<file path="src/rtl/flash_read_arbiter.sv">
// flash_read_arbiter: two-requester round-robin front end for a SPI flash read engine.
// Build option FLASH_ARB_TIMEOUT_EN adds a watchdog that aborts a stalled byte stream.
module flash_read_arbiter #(
    parameter logic [31:0] STARTUP_WAIT = 32'd10000000,
    parameter int          LEN_W        = 8
) (
    input  logic             clk,
    input  logic             rst_n,
    input  logic             req0,
    input  logic             req1,
    input  logic [23:0]      addr0,
    input  logic [23:0]      addr1,
    input  logic [LEN_W-1:0] len0,
    input  logic [LEN_W-1:0] len1,
    output logic             gnt0,
    output logic             gnt1,
    output logic             done0,
    output logic             done1,
    output logic [7:0]       rd_data,
    output logic             rd_valid,
    output logic             rd_owner,
    output logic             eng_start,
    output logic [23:0]      eng_addr,
    output logic [LEN_W-1:0] eng_len,
    input  logic [7:0]       eng_data,
    input  logic             eng_valid,
    input  logic             eng_done,
    output logic             err
);

    localparam logic [2:0] BOOT     = 3'd0;
    localparam logic [2:0] IDLE     = 3'd1;
    localparam logic [2:0] ISSUE    = 3'd2;
    localparam logic [2:0] STREAM   = 3'd3;
    localparam logic [2:0] COMPLETE = 3'd4;

    logic [2:0]       state;
    logic [32:0]      bootCnt;
    logic [LEN_W-1:0] byteCnt;
    logic             owner;
    logic             lastGnt;

    logic             anyReq;
    logic             pickOne;
    logic [23:0]      winAddr;
    logic [LEN_W-1:0] winLen;
    logic             bootDone;
    logic             inStream;
    logic             takeByte;
    logic             lastByte;
    logic             timeoutHit;
    logic             skipEngine;
    logic             closeNow;

    // Winner selection: a lone requester wins, a tie goes to whoever was not served last
    always_comb begin
        pickOne = 1'b0;
        unique case (1'b1)
            (req0 && req1):  pickOne = ~lastGnt;
            (!req0 && req1): pickOne = 1'b1;
            default:         pickOne = 1'b0;
        endcase
    end

    assign anyReq   = req0 | req1;
    assign winAddr  = pickOne ? addr1 : addr0;
    assign winLen   = pickOne ? len1 : len0;
    assign bootDone = bootCnt > {1'b0, STARTUP_WAIT};
    assign inStream = (state == STREAM);
    assign takeByte = inStream && eng_valid;
    assign lastByte = takeByte && ((byteCnt + LEN_W'(1)) == eng_len);

    // A zero-length request is answered without ever starting the engine
    assign skipEngine = (state == ISSUE) && (eng_len == '0);
    assign closeNow   = skipEngine
                      || (inStream && (eng_done || lastByte || timeoutHit));

`ifdef FLASH_ARB_TIMEOUT_EN
    logic [9:0] idleCnt;

    // The 1024th consecutive silent stream cycle trips the watchdog
    assign timeoutHit = inStream && !eng_valid && (idleCnt == 10'd1023);

    // Count silent stream cycles; any byte or leaving STREAM rearms it
    always_ff @(posedge clk or negedge rst_n) begin
        if (!rst_n) begin
            idleCnt <= '0;
        end else if (!inStream || eng_valid) begin
            idleCnt <= '0;
        end else begin
            idleCnt <= idleCnt + 10'd1;
        end
    end

    // Abort strobe travels with the done pulse of the aborted transfer
    always_ff @(posedge clk or negedge rst_n) begin
        if (!rst_n) begin
            err <= 1'b0;
        end else begin
            err <= timeoutHit;
        end
    end
`else
    assign timeoutHit = 1'b0;
    assign err        = 1'b0;
`endif

    // Sequencer: power-up wait, grant, engine command, byte forwarding, completion
    always_ff @(posedge clk or negedge rst_n) begin
        if (!rst_n) begin
            state     <= BOOT;
            bootCnt   <= '0;
            byteCnt   <= '0;
            owner     <= 1'b0;
            lastGnt   <= 1'b1;
            gnt0      <= 1'b0;
            gnt1      <= 1'b0;
            done0     <= 1'b0;
            done1     <= 1'b0;
            rd_data   <= '0;
            rd_valid  <= 1'b0;
            rd_owner  <= 1'b0;
            eng_start <= 1'b0;
            eng_addr  <= '0;
            eng_len   <= '0;
        end else begin
            eng_start <= 1'b0;
            rd_valid  <= 1'b0;
            done0     <= 1'b0;
            done1     <= 1'b0;

            if (takeByte) begin
                rd_data  <= eng_data;
                rd_valid <= 1'b1;
                byteCnt  <= byteCnt + LEN_W'(1);
            end

            if (closeNow) begin
                done0   <= ~owner;
                done1   <= owner;
                gnt0    <= 1'b0;
                gnt1    <= 1'b0;
                lastGnt <= owner;
                state   <= COMPLETE;
            end else begin
                case (state)
                    BOOT: begin
                        if (bootDone) begin
                            bootCnt <= '0;
                            state   <= IDLE;
                        end else begin
                            bootCnt <= bootCnt + 33'd1;
                        end
                    end
                    IDLE: begin
                        if (anyReq) begin
                            owner    <= pickOne;
                            rd_owner <= pickOne;
                            gnt0     <= ~pickOne;
                            gnt1     <= pickOne;
                            eng_addr <= winAddr;
                            eng_len  <= winLen;
                            byteCnt  <= '0;
                            state    <= ISSUE;
                        end
                    end
                    ISSUE: begin
                        eng_start <= 1'b1;
                        state     <= STREAM;
                    end
                    STREAM: begin
                        state <= STREAM;
                    end
                    COMPLETE: begin
                        state <= IDLE;
                    end
                    default: begin
                        state <= BOOT;
                    end
                endcase
            end
        end
    end

endmodule

</file>
<file path="config.mk">
export PLATFORM = sky130hd
export DESIGN_NAME = flash_read_arbiter
export DESIGN_NICKNAME = d
export VERILOG_FILES = /design/src/rtl/flash_read_arbiter.sv
export SDC_FILE = /design/constraint.sdc
export NUM_CORES = 1
export LEC_CHECK = 0
export BUFFER_PORTS_ARGS = -buffer_cell sky130_fd_sc_hd__buf_2
export CAP_MARGIN = 25
export CORE_UTILIZATION = 48
export CTS_CLUSTER_DIAMETER = 60
export DETAILED_ROUTE_END_ITERATION = 10
export PLACE_DENSITY_LB_ADDON = 0.25
export SETUP_SLACK_MARGIN = 0.4
export SYNTH_ARGS = -nofsm -noshare
export SYNTH_HDL_FRONTEND = slang
export SYNTH_SLANG_ARGS = --single-unit
export TNS_END_PERCENT = 5
</file>
<file path="constraint.sdc">
create_clock -name clk -period 1.9 [get_ports clk]
set_input_delay 0.095 -clock clk [delete_from_list [all_inputs] [get_ports clk]]
set_output_delay 0.095 -clock clk [all_outputs]
set_load 0.01 [all_outputs]
</file>
==> impl_metrics.toml, run 1 <==
[power]
comb_power_share_pct = 41.3
vdd_drop_max_v = 0.000777
pwr-share-seq_pct = 40.4
clkPwrFrac_pct = 18.3
switching_share_pct = 37.9
internal-power_mw = 4.53
p_per_area_nw_per_um2 = 1150
power_mw = 7.29
p_leak_nw = 3.09
p_sw_mw = 2.76

[critical_path]
cp_top_family = "compound AO/OA/AOI/OAI gates"
path_class = "flop to flop"
max_stage_delay_ns = 0.42
cp-start-kind = "flop"
cpMaxStageDelayCell = "or3_4"
path_cells = "or3_4, a2111oi_4, a211oi_4, o21ai_4, nand3_4, buf_12, o311ai_4"
crit_path_end_kind = "flop"
cp_data_required_time_ns = 2.17
cp_max_fo = 12
worstPathArrival_ns = 2.28
crit_buf_inv = 1

[timing]
postLayoutSetupSlackWorst_ns = -0.107
holdWs_ns = 0.0148
slew_headroom_pct = 64.8
tightestPinTransition_ns = 0.528
fin_skew_ns = 0.00915
rsz0062_at_grt = "true"
min_period_over_period_pct = 106
drv_slew = 0
setup_viol = 24
fmax_ghz = 0.498
hold_violations = 0
finalCriticalPeriod_ns = 2.01

[detailed_routing]
drt-vias-per-instance = 5.34
num_vias = 4287
initialDrtViolationCount = 200
wire_per_inst_um = 14.9
dr.pass1.iters = 5
routed_wl_um = 12000
drt_drc_violations_left = 0
ant_nets = 0

[finish]
nets = 750
stdcell_count = 803
antennaDiodeCount = 0
drive_gt1_share_pct = 36.5
fin_util_pct = 68.1
nFillCells = 756
syn_to_final_growth_pct = 36.1

[floorplan]
design.core.area_um2 = 9330
num_rows = 35
fp.dieH_um = 101
io_pins = 126
fp.dieW_um = 101
start_util_pct = 50.0
die_area_um2 = 10100

[yosys]
synth_common_cells = "nand2_1, dfrtp_1, o21ai_0, mux2i_1, clkbuf_1"
synth.distinct_cells = 54
synth_ff_type = "dfrtp_1"
synth-compound-area-share_pct = 13.3
synth_edf_count = 0
synth-seq-cells = 92
synthArstFlopShare_pct = 100
synth_top_cell_by_area = "dfrtp_1"
synthCells = 487
synth.area.mux_share_pct = 7.10
synth_nets = 568
synth_top_family_by_area = "simple AND/OR/NAND/NOR gates"
yosys_warnings = 0
yosysMostFrequentCell = "nand2_1"
synth_top_area_share_pct = 48.8
synth.top_cells.by_area = "dfrtp_1, nand2_1, mux2i_1"
synthXorXnorAreaFrac_pct = 3.57
synthAdderAreaFrac_pct = 0.804
syn_area_um2 = 4670
syn_area_per_cell_um2 = 9.58
ys_seq_area_share_pct = 49.4
synthSimpleGateAreaFrac_pct = 21.7

[clock_tree]
cts_sinks = 92
root_buffer = "clkbuf_8"
clock_latency_ns = 0.36
path_clk_slew_ns = 0.09
htree_levels = 3
clk_path_buf_depth = 2
cts_inserted_buffers = 9
cts_tree = "yes"

[placement]
io_buffers = 124
dp.cells = 775
gp_congestion = 0.878
hpwl_um = 8600

[outcome]
violations = "negative setup slack"
outcome = "finished with violations"

[global_route]
antenna_found_initial = 0
grt_pass1_wl_um = 19700
overflow = 0
grt_usage_pct = 24.7
grt_pass1_vias = 4263
grt_max_degree = 69

[job]
maxCapViolCount = 0

[hold_path]
hold_path.class = "input pin to flop"
[per-layer routing]
| metal | up-vias | global-route usage [%] | share of wire, % | routed length, µm |
|---|---|---|---|---|
| li1 | 2071 | - | - | - |
| met1 | 2050 | 30.6 | 44 | 5280 |
| met2 | 157 | 43.3 | 49 | 5880 |
| met3 | 9 | 5.69 | 5.9 | 707 |
| met4 | 0 | 6.58 | 0.89 | 107 |
| met5 | - | 0 | 0 | 0 |
[cells by family after synthesis]
family | Yosys count
and+or+nand+nor | 208
xor gates and xnor gates | 19
AOI/OAI and AO/OA | 85
other | 1
muxes | 33
buffers and inverters | 46
DFF | 92
adders and majority gates | 3
[placed cells by master, fill, tap and decap left out, types with 3 or more instances in the layout]
cell and instances:
nand2_1 100, or3_1 4, nor2b_1 3, mux2i_1 32
buf_12 3, dlygate4sd3_1 9, xor2_1 8, nand3_1 15
o311ai_4 3, or2_1 3, and2_1 10, o21ai_1 4
nor2_1 17, a21oi_1 3, xnor2_1 11, a31oi_1 8
nor3_1 4, and3_1 3, o311ai_2 8, inv_1 14
nor4_1 5, clkbuf_8 10, dfrtp_1 90, buf_6 3
o21ai_0 36, o22ai_1 10, buf_2 123, buf_4 64
nand4_1 18, nand2b_1 3
[sequential cells by signal (all words and copies together), names as in the netlist, 3 cells and up]
name / cells
bootCnt: 33
eng_addr: 24
eng_len: 8
byteCnt: 8
rd_data: 8
state: 3
[path summary, 6_finish.rpt]
check	endpoint	cells after the start	startpoint	slack, ns
max	bootCnt[19]$_DFFE_PN0P_	7	bootCnt[16]$_DFFE_PN0P_	-0.11
min	eng_addr[14]$_DFFE_PN0P_	3	addr1[14]	0.01
max reg2reg	bootCnt[19]$_DFFE_PN0P_	7	bootCnt[16]$_DFFE_PN0P_	-0.11
min reg2reg	rd_data[7]$_DFFE_PN0P_	2	rd_data[7]$_DFFE_PN0P_	0.48
max in group asynchronous	bootCnt[7]$_DFFE_PN0P_	3	rst_n	1.00
min in group asynchronous	rd_data[6]$_DFFE_PN0P_	2	rst_n	0.25
[power groups by stage]
stage          clock network [mW]  registers (mW)  logic, mW
6_report                     1.33            2.95       3.01
5_1_grt                      1.43            3.03       3.32
4_1_cts                      1.35            2.95       2.98
3_5_place_dp                    0            2.96       2.92
3_3_place_gp                    0            2.95       2.82
2_1_floorplan                   0            3.14       1.42
[stage by stage]
step	setup slack, ns	TNS [ns]	area, µm²
after floorplan	-0.0535	-0.496	4710
after detailed placement	-0.135	-1.80	5900
after CTS	-0.0881	-1.09	6250
final	-0.107	-1.53	6350
after global placement	-0.0691	-0.742	5900
after global routing	-0.219	-3.63	6350
[area by class of cell]
class / instances / area [µm²] / share of cell area [%]
Inverter: 15 / 56.3 / 0.887
Sequential cell: 92 / 2300 / 36.3
Clock inverter: 4 / 48.8 / 0.768
Clock buffer: 12 / 145 / 2.29
Multi-Input combinational cell: 349 / 2350 / 37.1
Tap cell: 129 / 161 / 2.54
Timing Repair Buffer: 202 / 1280 / 20.2
[timing repair]
action,in CTS,in global routing
hold endpoints to repair,44,0
hold buffers,9,0
gates resized for setup,10,17
pin swaps,4,5
setup endpoints to repair,77,82
buffers inserted,1,2
[worst register-to-register path: cells and delay by family, from the launching register on]
family | cells | cell delay, ns
buffers and inverters | 1 | 0.19
AOI/OAI and AO/OA | 4 | 0.78
DFF | 1 | 0.40
and+or+nand+nor | 2 | 0.54
No activity file was read; power rests on OpenSTA's default activity.
==> inputs of run 2 (changes only) <==
--- a/config.mk
+++ b/config.mk
@@ -10,6 +10,7 @@
 export CORE_UTILIZATION = 48
 export CTS_CLUSTER_DIAMETER = 60
 export DETAILED_ROUTE_END_ITERATION = 10
+export MAX_ROUTING_LAYER = met4
 export PLACE_DENSITY_LB_ADDON = 0.25
 export SETUP_SLACK_MARGIN = 0.4
 export SYNTH_ARGS = -nofsm -noshare
==> impl_metrics.toml, run 2 (synthesis gave the netlist of run 1 again) <==
[outcome]
outcome = "finished with violations"
violations = "negative setup slack"

[power]
p_sw_mw = 2.77
clkPwrFrac_pct = 18.3
pwr-share-seq_pct = 40.5
p_leak_nw = 3.08
switching_share_pct = 37.9
comb_power_share_pct = 41.3
internal-power_mw = 4.52
vdd_drop_max_v = 0.000785
p_per_area_nw_per_um2 = 1150

[detailed_routing]
initialDrtViolationCount = 190
wire_per_inst_um = 15.0
ant_nets = 0
num_vias = 4312
dr.pass1.iters = 4
drt_drc_violations_left = 0
drt-vias-per-instance = 5.36
routed_wl_um = 12000

[critical_path]
r2r_end = "bootCnt[13]$_DFFE_PN0P_"
cp_max_fo = 12
path_class = "flop to flop"
worstSetupEndpoint = "bootCnt[13]$_DFFE_PN0P_"
r2r_slack_ns = -0.17
crit_path_start = "bootCnt[8]$_DFFE_PN0P_"
r2r_start = "bootCnt[8]$_DFFE_PN0P_"
cp-start-kind = "flop"
reg2reg_depth = 7
crit_path_end_kind = "flop"
cp_data_required_time_ns = 2.17
worstPathArrival_ns = 2.33

[global_route]
antenna_found_initial = 0
overflow = 0
grt_usage_pct = 25.4
grt_max_degree = 69
grt_pass1_vias = 4260
grt_pass1_wl_um = 19700

[placement]
gp_congestion = 0.893
io_buffers = 124
pre_cts_ws_ns = -0.135
hpwl_um = 8600

[timing]
postLayoutSetupSlackWorst_ns = -0.165
tightestPinTransition_ns = 0.527
drv_slew = 0
fin_skew_ns = 0.0108
min_period_over_period_pct = 109
setup_viol = 26
holdWs_ns = 0.0153
rsz0062_at_grt = "true"
finalCriticalPeriod_ns = 2.07
fmax_ghz = 0.484
hold_violations = 0
slew_headroom_pct = 64.8

[clock_tree]
path_clk_slew_ns = 0.09
clk_path_buf_depth = 2
cts_sinks = 92
cts_inserted_buffers = 9
cts_tree = "yes"
root_buffer = "clkbuf_8"
htree_levels = 3
clock_latency_ns = 0.36

[floorplan]
fp.dieW_um = 101
die_area_um2 = 10100
design.core.area_um2 = 9330
start_util_pct = 50.0
fp.dieH_um = 101
io_pins = 126
num_rows = 35

[hold_path]
hold_path.class = "input pin to flop"

[finish]
antennaDiodeCount = 0
nets = 751
syn_to_final_growth_pct = 36.0
layout_common_cells = "buf_2, nand2_1, dfrtp_1, buf_4, o21ai_0"
largest_registers = "bootCnt x33, eng_addr x24"
nFillCells = 754
largest_reg_flops = 33
top_register = "bootCnt"
layout_commonest_cell = "buf_2"
drive_gt1_share_pct = 36.7

[job]
maxCapViolCount = 0
run 2: changes by cell type in the layout (fill, tap and decap cells not counted):
cell,delta
nor3_2,-1
o22ai_1,+1
buf_4,+2
buf_6,-1
nand3_2,+2
nor3_1,+1
nand3_4,+1
o22ai_2,-1
o311ai_2,+2
o311ai_4,-2
nand3_1,-3
run 2: worst min path at each step:
stage	startpoint	to	slack (ns)	cells after the start
floorplan	rst_n	bootCnt[0]$_DFFE_PN0P_	-0.20	0
global placement	rst_n	rd_data[6]$_DFFE_PN0P_	0.11	1
detailed placement	rst_n	rd_data[6]$_DFFE_PN0P_	0.11	1
CTS	addr1[14]	eng_addr[14]$_DFFE_PN0P_	0.008	3
global route	addr1[18]	eng_addr[18]$_DFFE_PN0P_	0.02	3
finish	addr1[14]	eng_addr[14]$_DFFE_PN0P_	0.02	3
run 2: metal layers:
metal / vias to the layer above / wire (µm) / GRT usage [%]
met5: - / 0 / -
met4: 0 / 125 / 6.91
li1: 2070 / - / -
met1: 2046 / 5230 / 31.3
met2: 183 / 5890 / 42.9
met3: 13 / 796 / 4.92
run 2: repair_timing:
item,in CTS,in global routing
buffers inserted,1,3
resized for setup,10,16
endpoints found under the setup margin,77,82
hold buffers,9,0
endpoints found under the hold margin,44,0
pin swaps,4,8
cloned,0,0
run 2: power by group through the flow:
stage / registers, mW / clock network [mW] / logic (mW)
after CTS: 2.95 / 1.35 / 2.98
after global routing: 3.03 / 1.43 / 3.31
after global placement: 2.95 / 0 / 2.82
final: 2.95 / 1.33 / 3.01
after floorplan: 3.14 / 0 / 1.42
after detailed placement: 2.96 / 0 / 2.92
run 2: per-stage QoR:
stage	total power [mW]	cells	utilization, %	setup TNS, ns	instance area (µm²)
2_1_floorplan	4.56	487	-	-0.496	4710
6_report	7.29	804	68.0	-3.05	6350
3_5_place_dp	5.89	775	63.2	-1.80	5900
4_1_cts	7.28	801	67.0	-1.09	6250
3_3_place_gp	5.77	775	63.2	-0.742	5900
5_1_grt	7.78	804	68.0	-5.21	6350
run 2: worst max-delay path, cell delays in order, from the launching register on:
cell      delay, ns
dfrtp_1        0.38
or4_1          0.55
nor3_1         0.28
a21oi_2        0.14
o21ai_4        0.10
nand3_4        0.12
buf_12         0.18
o311ai_2       0.22
run 2: area by class of cell:
| type | instances | area (µm²) | share of cell area, % |
|---|---|---|---|
| timing repair buffer | 203 | 1280 | 20.2 |
| sequential | 92 | 2300 | 36.3 |
| inverter | 15 | 56.3 | 0.887 |
| tap | 129 | 161 | 2.54 |
| clock inverter | 4 | 48.8 | 0.769 |
| multi-input combinational | 349 | 2350 | 37.0 |
| clock buffer | 12 | 145 | 2.29 |
==> inputs of run 3 (changes only) <==
--- a/config.mk
+++ b/config.mk
@@ -7,7 +7,8 @@
 export LEC_CHECK = 0
 export BUFFER_PORTS_ARGS = -buffer_cell sky130_fd_sc_hd__buf_2
 export CAP_MARGIN = 25
-export CORE_UTILIZATION = 48
+export CORE_UTILIZATION = 49
+export CTS_BUF_LIST = sky130_fd_sc_hd__clkbuf_4
 export CTS_CLUSTER_DIAMETER = 60
 export DETAILED_ROUTE_END_ITERATION = 10
 export MAX_ROUTING_LAYER = met4
==> impl_metrics.toml, run 3 (synthesis gave the netlist of run 1 again) <==
[outcome]
outcome = "finished with violations"
violations = "negative setup slack"

[critical_path]
r2r_start = "bootCnt[11]$_DFFE_PN0P_"
cp_data_required_time_ns = 2.27
r2r_end = "state[0]$_DFFE_PN0P_"
cp-start-kind = "flop"
reg2reg_depth = 7
cp_max_fo = 3
r2r_slack_ns = -0.14
crit_path_end_kind = "flop"
path_class = "flop to flop"
worstPathArrival_ns = 2.41

[floorplan]
die_area_um2 = 9920
num_rows = 35
start_util_pct = 50.5
fp.dieW_um = 99.6
io_pins = 126
fp.dieH_um = 99.6
design.core.area_um2 = 9240

[finish]
layout_commonest_cell = "buf_2"
layout_common_cells = "buf_2, nand2_1, dfrtp_1, dlygate4sd3_1, buf_4"
syn_to_final_growth_pct = 47.4
nets = 811
fin_area_um2 = 6880
stdcell_count = 863
largest_reg_flops = 33
antennaDiodeCount = 0
top_register = "bootCnt"
drive_gt1_share_pct = 33.9
largest_registers = "bootCnt x33, eng_addr x24"
nFillCells = 602

[timing]
drv_slew = 0
slew_headroom_pct = 65.9
setup_viol = 25
finalCriticalPeriod_ns = 2.04
fin_skew_ns = 0.0190
tightestPinTransition_ns = 0.512
postLayoutSetupSlackWorst_ns = -0.144
fmax_ghz = 0.489
min_period_over_period_pct = 108
rsz0062_at_grt = "true"
hold_violations = 0

[detailed_routing]
initialDrtViolationCount = 292
num_vias = 4707
drt-vias-per-instance = 5.45
ant_nets = 0
routed_wl_um = 14300
wire_per_inst_um = 16.6
dr.pass1.iters = 5
drt_drc_violations_left = 0

[global_route]
grt_pass1_wl_um = 23400
grt_use_met3_pct = 5.69
grt_pass1_vias = 4827
grt_usage_pct = 31.2
overflow = 0
grt.busiest_layer = "met2"
grt_max_degree = 69
grtUsageMet1_pct = 40.0
use_met2_pct = 49.3
antenna_found_initial = 0

[placement]
hpwl_um = 8510
gp_congestion = 0.842
io_buffers = 124
placed_area_um2 = 5890
pre_cts_ws_ns = -0.156
dp.cells = 775

[power]
comb_power_share_pct = 45.0
internal-power_mw = 4.40
p_per_area_nw_per_um2 = 1070
p_sw_mw = 2.95
clkPwrFrac_pct = 14.5
pwr-share-seq_pct = 40.5
p_leak_nw = 3.28
vdd_drop_max_v = 0.000644
switching_share_pct = 40.2

[clock_tree]
cts_tree = "yes"
cts_inserted_buffers = 9
path_clk_slew_ns = 0.15
clock_latency_ns = 0.44
cts_sinks = 92
root_buffer = "clkbuf_4"
clk_path_buf_depth = 2
htree_levels = 3

[job]
maxCapViolCount = 0

[hold_path]
hold_path.class = "input pin to flop"
min_to = "eng_len[1]$_DFFE_PN0P_"
hold_depth = 3
hold_start = "len0[1]"
## run 3: changes by cell type in the layout (fill, tap and decap cells not counted), sizes merged
cell	previous run	this run
clkbuf	12	9
inv	15	16
clkinv	3	2
dlygate4sd3	9	70
buf	194	193
clkinvlp	0	2
## run 3: power groups by stage
| stage | combinational [mW] | sequential (mW) | clock, mW |
|---|---|---|---|
| global placement | 2.80 | 2.97 | 0 |
| finish | 3.31 | 2.98 | 1.07 |
| floorplan | 1.42 | 3.14 | 0 |
| CTS | 3.09 | 2.94 | 1.08 |
| global route | 3.60 | 3.03 | 1.18 |
| detailed placement | 2.91 | 2.97 | 0 |
## run 3: how the worst max path moves through the flow
stage	startpoint	to
3_5_place_dp	bootCnt[16]$_DFFE_PN0P_	bootCnt[5]$_DFFE_PN0P_
5_1_grt	bootCnt[11]$_DFFE_PN0P_	state[0]$_DFFE_PN0P_
6_report	bootCnt[11]$_DFFE_PN0P_	state[0]$_DFFE_PN0P_
3_3_place_gp	bootCnt[6]$_DFFE_PN0P_	bootCnt[21]$_DFFE_PN0P_
2_1_floorplan	bootCnt[16]$_DFFE_PN0P_	bootCnt[21]$_DFFE_PN0P_
4_1_cts	bootCnt[16]$_DFFE_PN0P_	bootCnt[5]$_DFFE_PN0P_
## run 3: metrics by stage
step           hold slack, ns  utilization [%]  total power [mW]  setup TNS, ns
2_1_floorplan          -0.201                -              4.56         -0.496
3_3_place_gp           0.0967             63.7              5.76         -0.222
3_5_place_dp            0.108             63.7              5.88          -1.33
4_1_cts               0.00448             73.3              7.11          -2.41
5_1_grt               0.00372             74.4              7.81          -4.68
6_report               0.0225             74.4              7.35          -2.12
## run 3: timing repair
action / 4_1_cts / 5_1_grt
pin swaps: 7 / 6
endpoints found under the hold margin: 74 / 1
endpoints found under the setup margin: 72 / 88
resized for setup: 14 / 14
hold buffers: 69 / 1
cloned: 0 / 0
setup buffers: 1 / 2
## run 3: final cells by class
type                            count  area [µm²]  area share [%]
Clock inverter                      6        63.8           0.928
Sequential cell                    92        2300            33.5
Tap cell                          129         161            2.35
Multi-Input combinational cell    349        2340            34.0
Timing Repair Buffer              263        1890            27.5
Clock buffer                        9        67.6           0.982
Inverter                           15        56.3           0.818
## run 3: routing by layer
| metal | part of all wire [%] | up-vias |
|---|---|---|
| met5 | 0 | - |
| met3 | 6.5 | 50 |
| met2 | 49 | 222 |
| met4 | 3.4 | 0 |
| met1 | 41 | 2240 |
| li1 | - | 2195 |
## run 3: critical path: stages, from the launching register on
cell      delay, ns
dfrtp_1        0.42
nand4b_1       0.25
o21bai_4       0.23
a211oi_2       0.33
buf_4          0.17
nor4b_1        0.05
or4_1          0.41
o21ai_2        0.13
